--- src/rtl/la_pkg.sv ---
// Shared definitions for the logic-analyzer capture controller.
//   STATE_W     : width of the exported state code
//   la_state_e  : controller states; the encoding is visible on state_o
package la_pkg;
  localparam int STATE_W = 3;

  typedef enum logic [STATE_W-1:0] {
    ST_IDLE  = 3'd0,
    ST_FILL  = 3'd1,
    ST_ARMED = 3'd2,
    ST_POST  = 3'd3,
    ST_READ  = 3'd4
  } la_state_e;
endpackage

--- src/rtl/rd_skid_buf.sv ---
// Two-entry readout buffer between the memory read port and the readout sink.
//   clk, rst_n : clock, async active-low reset
//   flush      : drop all entries (abort)
//   push/push_data : word returning from memory
//   pop        : sink took the head word
//   count      : entries held (0..2)
//   head_data  : oldest entry; stays put until popped
module rd_skid_buf #(
  parameter int DATA_LEN = 32
) (
  input  logic                clk,
  input  logic                rst_n,
  input  logic                flush,
  input  logic                push,
  input  logic [DATA_LEN-1:0] push_data,
  input  logic                pop,
  output logic [1:0]          count,
  output logic [DATA_LEN-1:0] head_data
);
  logic [1:0][DATA_LEN-1:0] slot;
  logic                     wr_idx, rd_idx;

  assign head_data = slot[rd_idx];

  always_ff @(posedge clk or negedge rst_n) begin
    if (!rst_n) begin
      slot   <= '0;
      wr_idx <= 1'b0;
      rd_idx <= 1'b0;
      count  <= 2'd0;
    end else if (flush) begin
      wr_idx <= 1'b0;
      rd_idx <= 1'b0;
      count  <= 2'd0;
    end else begin
      if (push) begin
        slot[wr_idx] <= push_data;
        wr_idx       <= ~wr_idx;
      end
      if (pop) rd_idx <= ~rd_idx;
      count <= count + {1'b0, push} - {1'b0, pop};
    end
  end
endmodule

--- src/rtl/capture_ctrl.sv ---
// Trigger-based capture controller: fills a circular buffer with PRE_TRIG
// samples, waits for a masked trigger match, captures the remaining
// DEPTH-PRE_TRIG samples, then streams all DEPTH words out oldest-first
// over a valid/ready port.
//   arm_i/abort_i             : start / cancel
//   sample_i/sample_valid_i   : probe input
//   trig_mask_i/trig_value_i  : trigger compare
//   mem_* (write)             : capture writes into external dual-port RAM
//   mem_* (read), mem_data_i  : readout reads, 1-cycle latency
//   rd_data/valid/ready/last  : readout stream
//   busy_o, done_o, state_o   : status
module capture_ctrl
  import la_pkg::*;
#(
  parameter int DATA_LEN = 32,
  parameter int DEPTH    = 1024,
  parameter int ADDR_LEN = $clog2(DEPTH),
  parameter int PRE_TRIG = DEPTH/2
) (
  input  logic                clk,
  input  logic                rst_n,
  input  logic                arm_i,
  input  logic                abort_i,
  input  logic [DATA_LEN-1:0] sample_i,
  input  logic                sample_valid_i,
  input  logic [DATA_LEN-1:0] trig_mask_i,
  input  logic [DATA_LEN-1:0] trig_value_i,
  output logic                mem_wen_o,
  output logic [ADDR_LEN-1:0] mem_wr_addr_o,
  output logic [DATA_LEN-1:0] mem_data_o,
  output logic                mem_ren_o,
  output logic [ADDR_LEN-1:0] mem_rd_addr_o,
  input  logic [DATA_LEN-1:0] mem_data_i,
  output logic [DATA_LEN-1:0] rd_data_o,
  output logic                rd_valid_o,
  input  logic                rd_ready_i,
  output logic                rd_last_o,
  output logic                busy_o,
  output logic                done_o,
  output logic [STATE_W-1:0]  state_o
);
  localparam int CW = ADDR_LEN + 1;
  localparam logic [CW-1:0] PRE_LAST  = CW'((PRE_TRIG > 0) ? PRE_TRIG - 1 : 0);
  localparam logic [CW-1:0] POST_LAST = CW'(DEPTH - PRE_TRIG - 1);
  localparam logic [CW-1:0] WORD_LAST = CW'(DEPTH - 1);
  localparam logic [CW-1:0] WORD_CNT  = CW'(DEPTH);
  localparam logic [CW-1:0] CNT_ONE   = CW'(1);

  la_state_e           state, state_nxt;
  // One pointer serves both phases: after the last capture write it already
  // points at the oldest sample, which is where the readout starts.
  logic [ADDR_LEN-1:0] ptr;
  logic [CW-1:0]       cnt;      // FILL/POST: samples written; READ: reads issued
  logic [CW-1:0]       rd_cnt;   // words handed to the sink
  logic                inflight; // read issued last cycle, data on mem_data_i now
  logic [1:0]          occ;
  logic                capturing, wr, trig, pop, ren, last_pop;

  assign capturing = (state == ST_FILL) || (state == ST_ARMED) || (state == ST_POST);
  assign wr        = capturing & sample_valid_i & ~abort_i;
  assign trig      = ((sample_i ^ trig_value_i) & trig_mask_i) == '0;
  assign pop       = rd_valid_o & rd_ready_i & ~abort_i;
  assign last_pop  = pop & rd_last_o;
  // Reserve a buffer slot for every in-flight word so nothing is ever dropped.
  assign ren = (state == ST_READ) && !abort_i && (cnt != WORD_CNT) &&
               (({1'b0, occ} + {2'b0, inflight}) < (3'd2 + {2'b0, pop}));

  assign mem_wen_o     = wr;
  assign mem_wr_addr_o = ptr;
  assign mem_data_o    = sample_i;
  assign mem_ren_o     = ren;
  assign mem_rd_addr_o = ptr;
  assign rd_valid_o    = (occ != 2'd0);
  assign rd_last_o     = rd_valid_o && (rd_cnt == WORD_LAST);
  assign busy_o        = (state != ST_IDLE);
  assign state_o       = state;

  rd_skid_buf #(.DATA_LEN(DATA_LEN)) u_buf (
    .clk       (clk),
    .rst_n     (rst_n),
    .flush     (abort_i),
    .push      (inflight),
    .push_data (mem_data_i),
    .pop       (pop),
    .count     (occ),
    .head_data (rd_data_o)
  );

  always_comb begin
    state_nxt = state;
    unique case (state)
      ST_IDLE:  if (arm_i) state_nxt = (PRE_TRIG > 0) ? ST_FILL : ST_ARMED;
      ST_FILL:  if (wr && cnt == PRE_LAST) state_nxt = ST_ARMED;
      ST_ARMED: if (wr && trig) state_nxt = (POST_LAST == '0) ? ST_READ : ST_POST;
      ST_POST:  if (wr && cnt == POST_LAST) state_nxt = ST_READ;
      ST_READ:  if (last_pop) state_nxt = ST_IDLE;
      default:  state_nxt = ST_IDLE;
    endcase
    if (abort_i) state_nxt = ST_IDLE;
  end

  always_ff @(posedge clk or negedge rst_n) begin
    if (!rst_n) begin
      state    <= ST_IDLE;
      ptr      <= '0;
      cnt      <= '0;
      rd_cnt   <= '0;
      inflight <= 1'b0;
      done_o   <= 1'b0;
    end else begin
      state    <= state_nxt;
      inflight <= ren;
      done_o   <= last_pop;
      if (state == ST_IDLE) begin
        if (arm_i && !abort_i) begin
          ptr    <= '0;
          cnt    <= '0;
          rd_cnt <= '0;
        end
      end else begin
        if (wr || ren) ptr <= ptr + ADDR_LEN'(1);
        unique case (state)
          ST_FILL:  if (wr) cnt <= (cnt == PRE_LAST) ? '0 : cnt + CNT_ONE;
          // Trigger sample counts as post-sample 1.
          ST_ARMED: if (wr && trig) cnt <= (POST_LAST == '0) ? '0 : CNT_ONE;
          ST_POST:  if (wr) cnt <= (cnt == POST_LAST) ? '0 : cnt + CNT_ONE;
          ST_READ: begin
            if (ren) cnt    <= cnt + CNT_ONE;
            if (pop) rd_cnt <= rd_cnt + CNT_ONE;
          end
          default: ;
        endcase
      end
    end
  end
endmodule

--- config.mk ---
export PLATFORM = sky130hd
export DESIGN_NAME = capture_ctrl
export DESIGN_NICKNAME = d
export VERILOG_FILES = /design/src/rtl/la_pkg.sv /design/src/rtl/rd_skid_buf.sv /design/src/rtl/capture_ctrl.sv
export SDC_FILE = /design/constraint.sdc
export NUM_CORES = 1
export LEC_CHECK = 0
export CORE_MARGIN = 10
export CORE_UTILIZATION = 48
export DETAILED_ROUTE_END_ITERATION = 8
export PLACE_DENSITY = 0.87
export SYNTH_ARGS = -nofsm -noshare
export SYNTH_HDL_FRONTEND = slang
export SYNTH_SLANG_ARGS = --single-unit
--- constraint.sdc ---
create_clock -name clk -period 5.5 [get_ports clk]
set_input_delay 0.825 -clock clk [delete_from_list [all_inputs] [get_ports clk]]
set_output_delay 0.825 -clock clk [all_outputs]
set_load 0.02 [all_outputs]
==> flow_summary.toml <==
[outcome]
status = "finished clean"

[final_layout]
final.fill_count = 889
fin_cells = 856
seqCellArea_sq_um = 2628
area_delta_synth_final_pct = 41.48
postLayoutCoreUtil = 0.6865
drive_above_1_share = 0.1766
final_net_count = 846
multiInputGateArea_sq_um = 2710

[timing]
setup_violations = 0
finalCritPeriodShare = 0.6951
relSlewSlack = 0.3147
fmax_mhz = 261.6
period_minus_slack_ns = 3.823
rsz0062_at_grt = "false"
hold_slack_ns = 0.3932
finalSetupTns_ns = 0
setup_ws_ns = 1.677
worst_pin_slew_ns = 1.023
maxSlewViolCount = 0
hold_violations = 0
finClkSkew_ns = 0.006921

[setup_path]
critPathLaunchType = "input port"
crit_fanout = 16
reg2regPathDepth = 6
r2r_end = "mem_rd_addr_o[7]"
crit_required_ns = 4.68
critPathCaptureType = "output pin"
r2r_start = "inflight"
ff2ff_setup_slack_ns = 2.88
worstSetupPathType = "in -> out"
cp.arrival_ns = 3.00

[clock_tree]
clk_path_buf_depth = 2
cts_buffers = 9
cts_tree = "built"
ctsHoldBuffers = 0
cts-root-buf = "clkbuf_16"
clock_sinks = 105
h-tree-depth = 3
postCtsSetupRepairBufs = 0
clk_pin_slew_ns = 0.07
ctsResizeCount = 0
insertion_delay_ns = 0.34

[die]
coreArea_sq_um = 11910
io_pins = 227
dieHeight_um = 129.7
die-width_um = 129.7
die_area_sq_um = 16830
rows = 40
start_util = 0.4852

[routing]
via_per_inst = 5.416
drcViolationCount = 0
via_count = 4636
drt_iter0_markers = 288
wl_per_cell_um = 20.03
drtAntennaViolNets = 0
routed_wl_um = 17140
firstDrtPassIters = 4

[synthesis]
synth_area_sq_um = 5779
ys_seq_area_frac = 0.4546
synthArstFlopShare = 1.000
synth_nets = 663
syn_inst = 521
synth_top_area_cell = "dfrtp_1"
synth.distinct_cells = 49
synth_edf_count = 0
yosysWarnings = 0
synth_top_area_share = 0.4546
ys_ff_latch = 105
ys_top_cells_by_area = "dfrtp_1, mux2_2, xor2_1, buf_4, a22oi_1"
synth_ff_type = "dfrtp_1"
syn_avg_cell_area_sq_um = 11.09

[pwr]
combPwrFrac = 0.202
vdd_drop_max_uv = 161.7
p_int_uw = 1385
p_leak_uw = 0.003663
p_sw_uw = 505.2
p_seq_frac = 0.461
clkPwrFrac = 0.337
sw_frac_of_total = 0.2673
p_per_area_nw_per_um2 = 231.1

[placed_design]
dp.cells = 840
portBuffers = 226
hpwl_um = 13720
place_ws_ns = 1.681
gp_congestion = 0.8833

[global_routing]
track_usage = 0.2014
grt-ovfl-total = 0
grt_pass1_wl_um = 26880
antenna_found_initial = 0
grt_max_degree = 78
first_global_vias = 5118

[hold_path]
hp-class = "in -> async"

[job]
maxCapViolCount = 0
-- sequential cells by signal, indices dropped and copies added, names as in the netlist --
register / count
u_buf.slot: 64
rd_cnt: 11
state_o: 3
cnt: 11
u_buf.count: 2
done_o: 1
u_buf.rd_idx: 1
inflight: 1
mem_rd_addr_o: 10
u_buf.wr_idx: 1
-- kinds of logic (layout without fill, tap and decap cells) --
family	count (synthesis)	in the layout	share of synthesized area
AO/OA/AOI/OAI	66	66	0.07708
XOR/XNOR	51	51	0.07729
adder cells (fa/ha/maj)	8	8	0.01732
buffers and inverters	76	263	0.07729
flip-flops	105	105	0.4546
multiplexers	99	99	0.1923
other	0	1	0
AND/OR/NAND/NOR	116	116	0.1041
-- how the worst max path moves through the flow --
stage / start / end / slack (ns) / cells past startpoint
final: abort_i / mem_ren_o / 1.68 / 5
after global routing: abort_i / mem_ren_o / 1.51 / 5
after CTS: abort_i / mem_ren_o / 1.67 / 5
after detailed placement: abort_i / mem_ren_o / 1.68 / 5
after global placement: abort_i / mem_ren_o / 1.73 / 5
after floorplan: abort_i / cnt[6] / 2.86 / 6
-- power by group through the flow --
stage                     Sequential (uW)  Clock (uW)  Combinational [uW]
after floorplan                       872           0                 189
after CTS                             870         653                 387
final                                 871         636                 382
after global placement                878           0                 372
after detailed placement              883           0                 386
after global routing                  879         686                 418
-- routing by layer --
layer / part of all wire / vias to the layer above / global-route usage
met5: 0 / - / 0
met4: 0.010 / 0 / 0.05489
met3: 0.098 / 16 / 0.08032
met2: 0.53 / 192 / 0.3611
met1: 0.37 / 2265 / 0.2149
li1: - / 2163 / -
-- metrics by stage --
step                      total power (uW)  area, sq um
after floorplan                       1060         5779
after global placement                1250         7879
after detailed placement              1268         7879
after CTS                             1910         8174
after global routing                  1982         8174
final                                 1890         8177
-- cell usage in the layout (no fill, tap or decap), drive strengths merged, types with 2 or more instances in the layout --
cell type        n
xnor2           11
a31oi            8
ha               8
inv             19
nor4b            2
nand3           18
a21oi            8
nor3            10
nor2b            2
or3b             2
nand4            9
o31ai            2
nor2            30
a221o            2
a211oi           3
clkinv           2
o21a             2
and3             9
buf              5
o21ai           18
a22oi           15
dfrtp          105
mux2i            3
nor4             3
nand2           20
clkdlybuf4s50  225
mux2            96
xor2            40
clkbuf          11
or3              3
or2              2
-- synth_stat cells (all sizes together) (3+ instances only) --
cell type and instances:
mux2 96, and3 9, nor4 3, nor2 30, buf 44, o21ai 18, nor3 10, inv 18
ha 8, clkbuf 14, a21oi 8, xnor2 11, mux2i 3, nand4 9, dfrtp 105, xor2 40
a211oi 3, or3 3, a31oi 8, a22oi 15, nand3 18, nand2 20
-- final cells by class --
class,instances,area share
Multi-Input combinational cell,340,0.3314
Inverter,18,0.008263
Tap cell,147,0.02249
Sequential cell,105,0.3213
Timing Repair Buffer,230,0.2800
Clock buffer,11,0.02969
Clock inverter,4,0.006427
Antenna cell,1,0.0003060
-- critical path, stage by stage --
cell             delay [ns]
clkdlybuf4s50_1        0.71
o31ai_1                0.53
nand3_1                0.19
inv_1                  0.12
clkdlybuf4s50_1        0.62
Note: power is estimated with default switching activity, not from simulation.
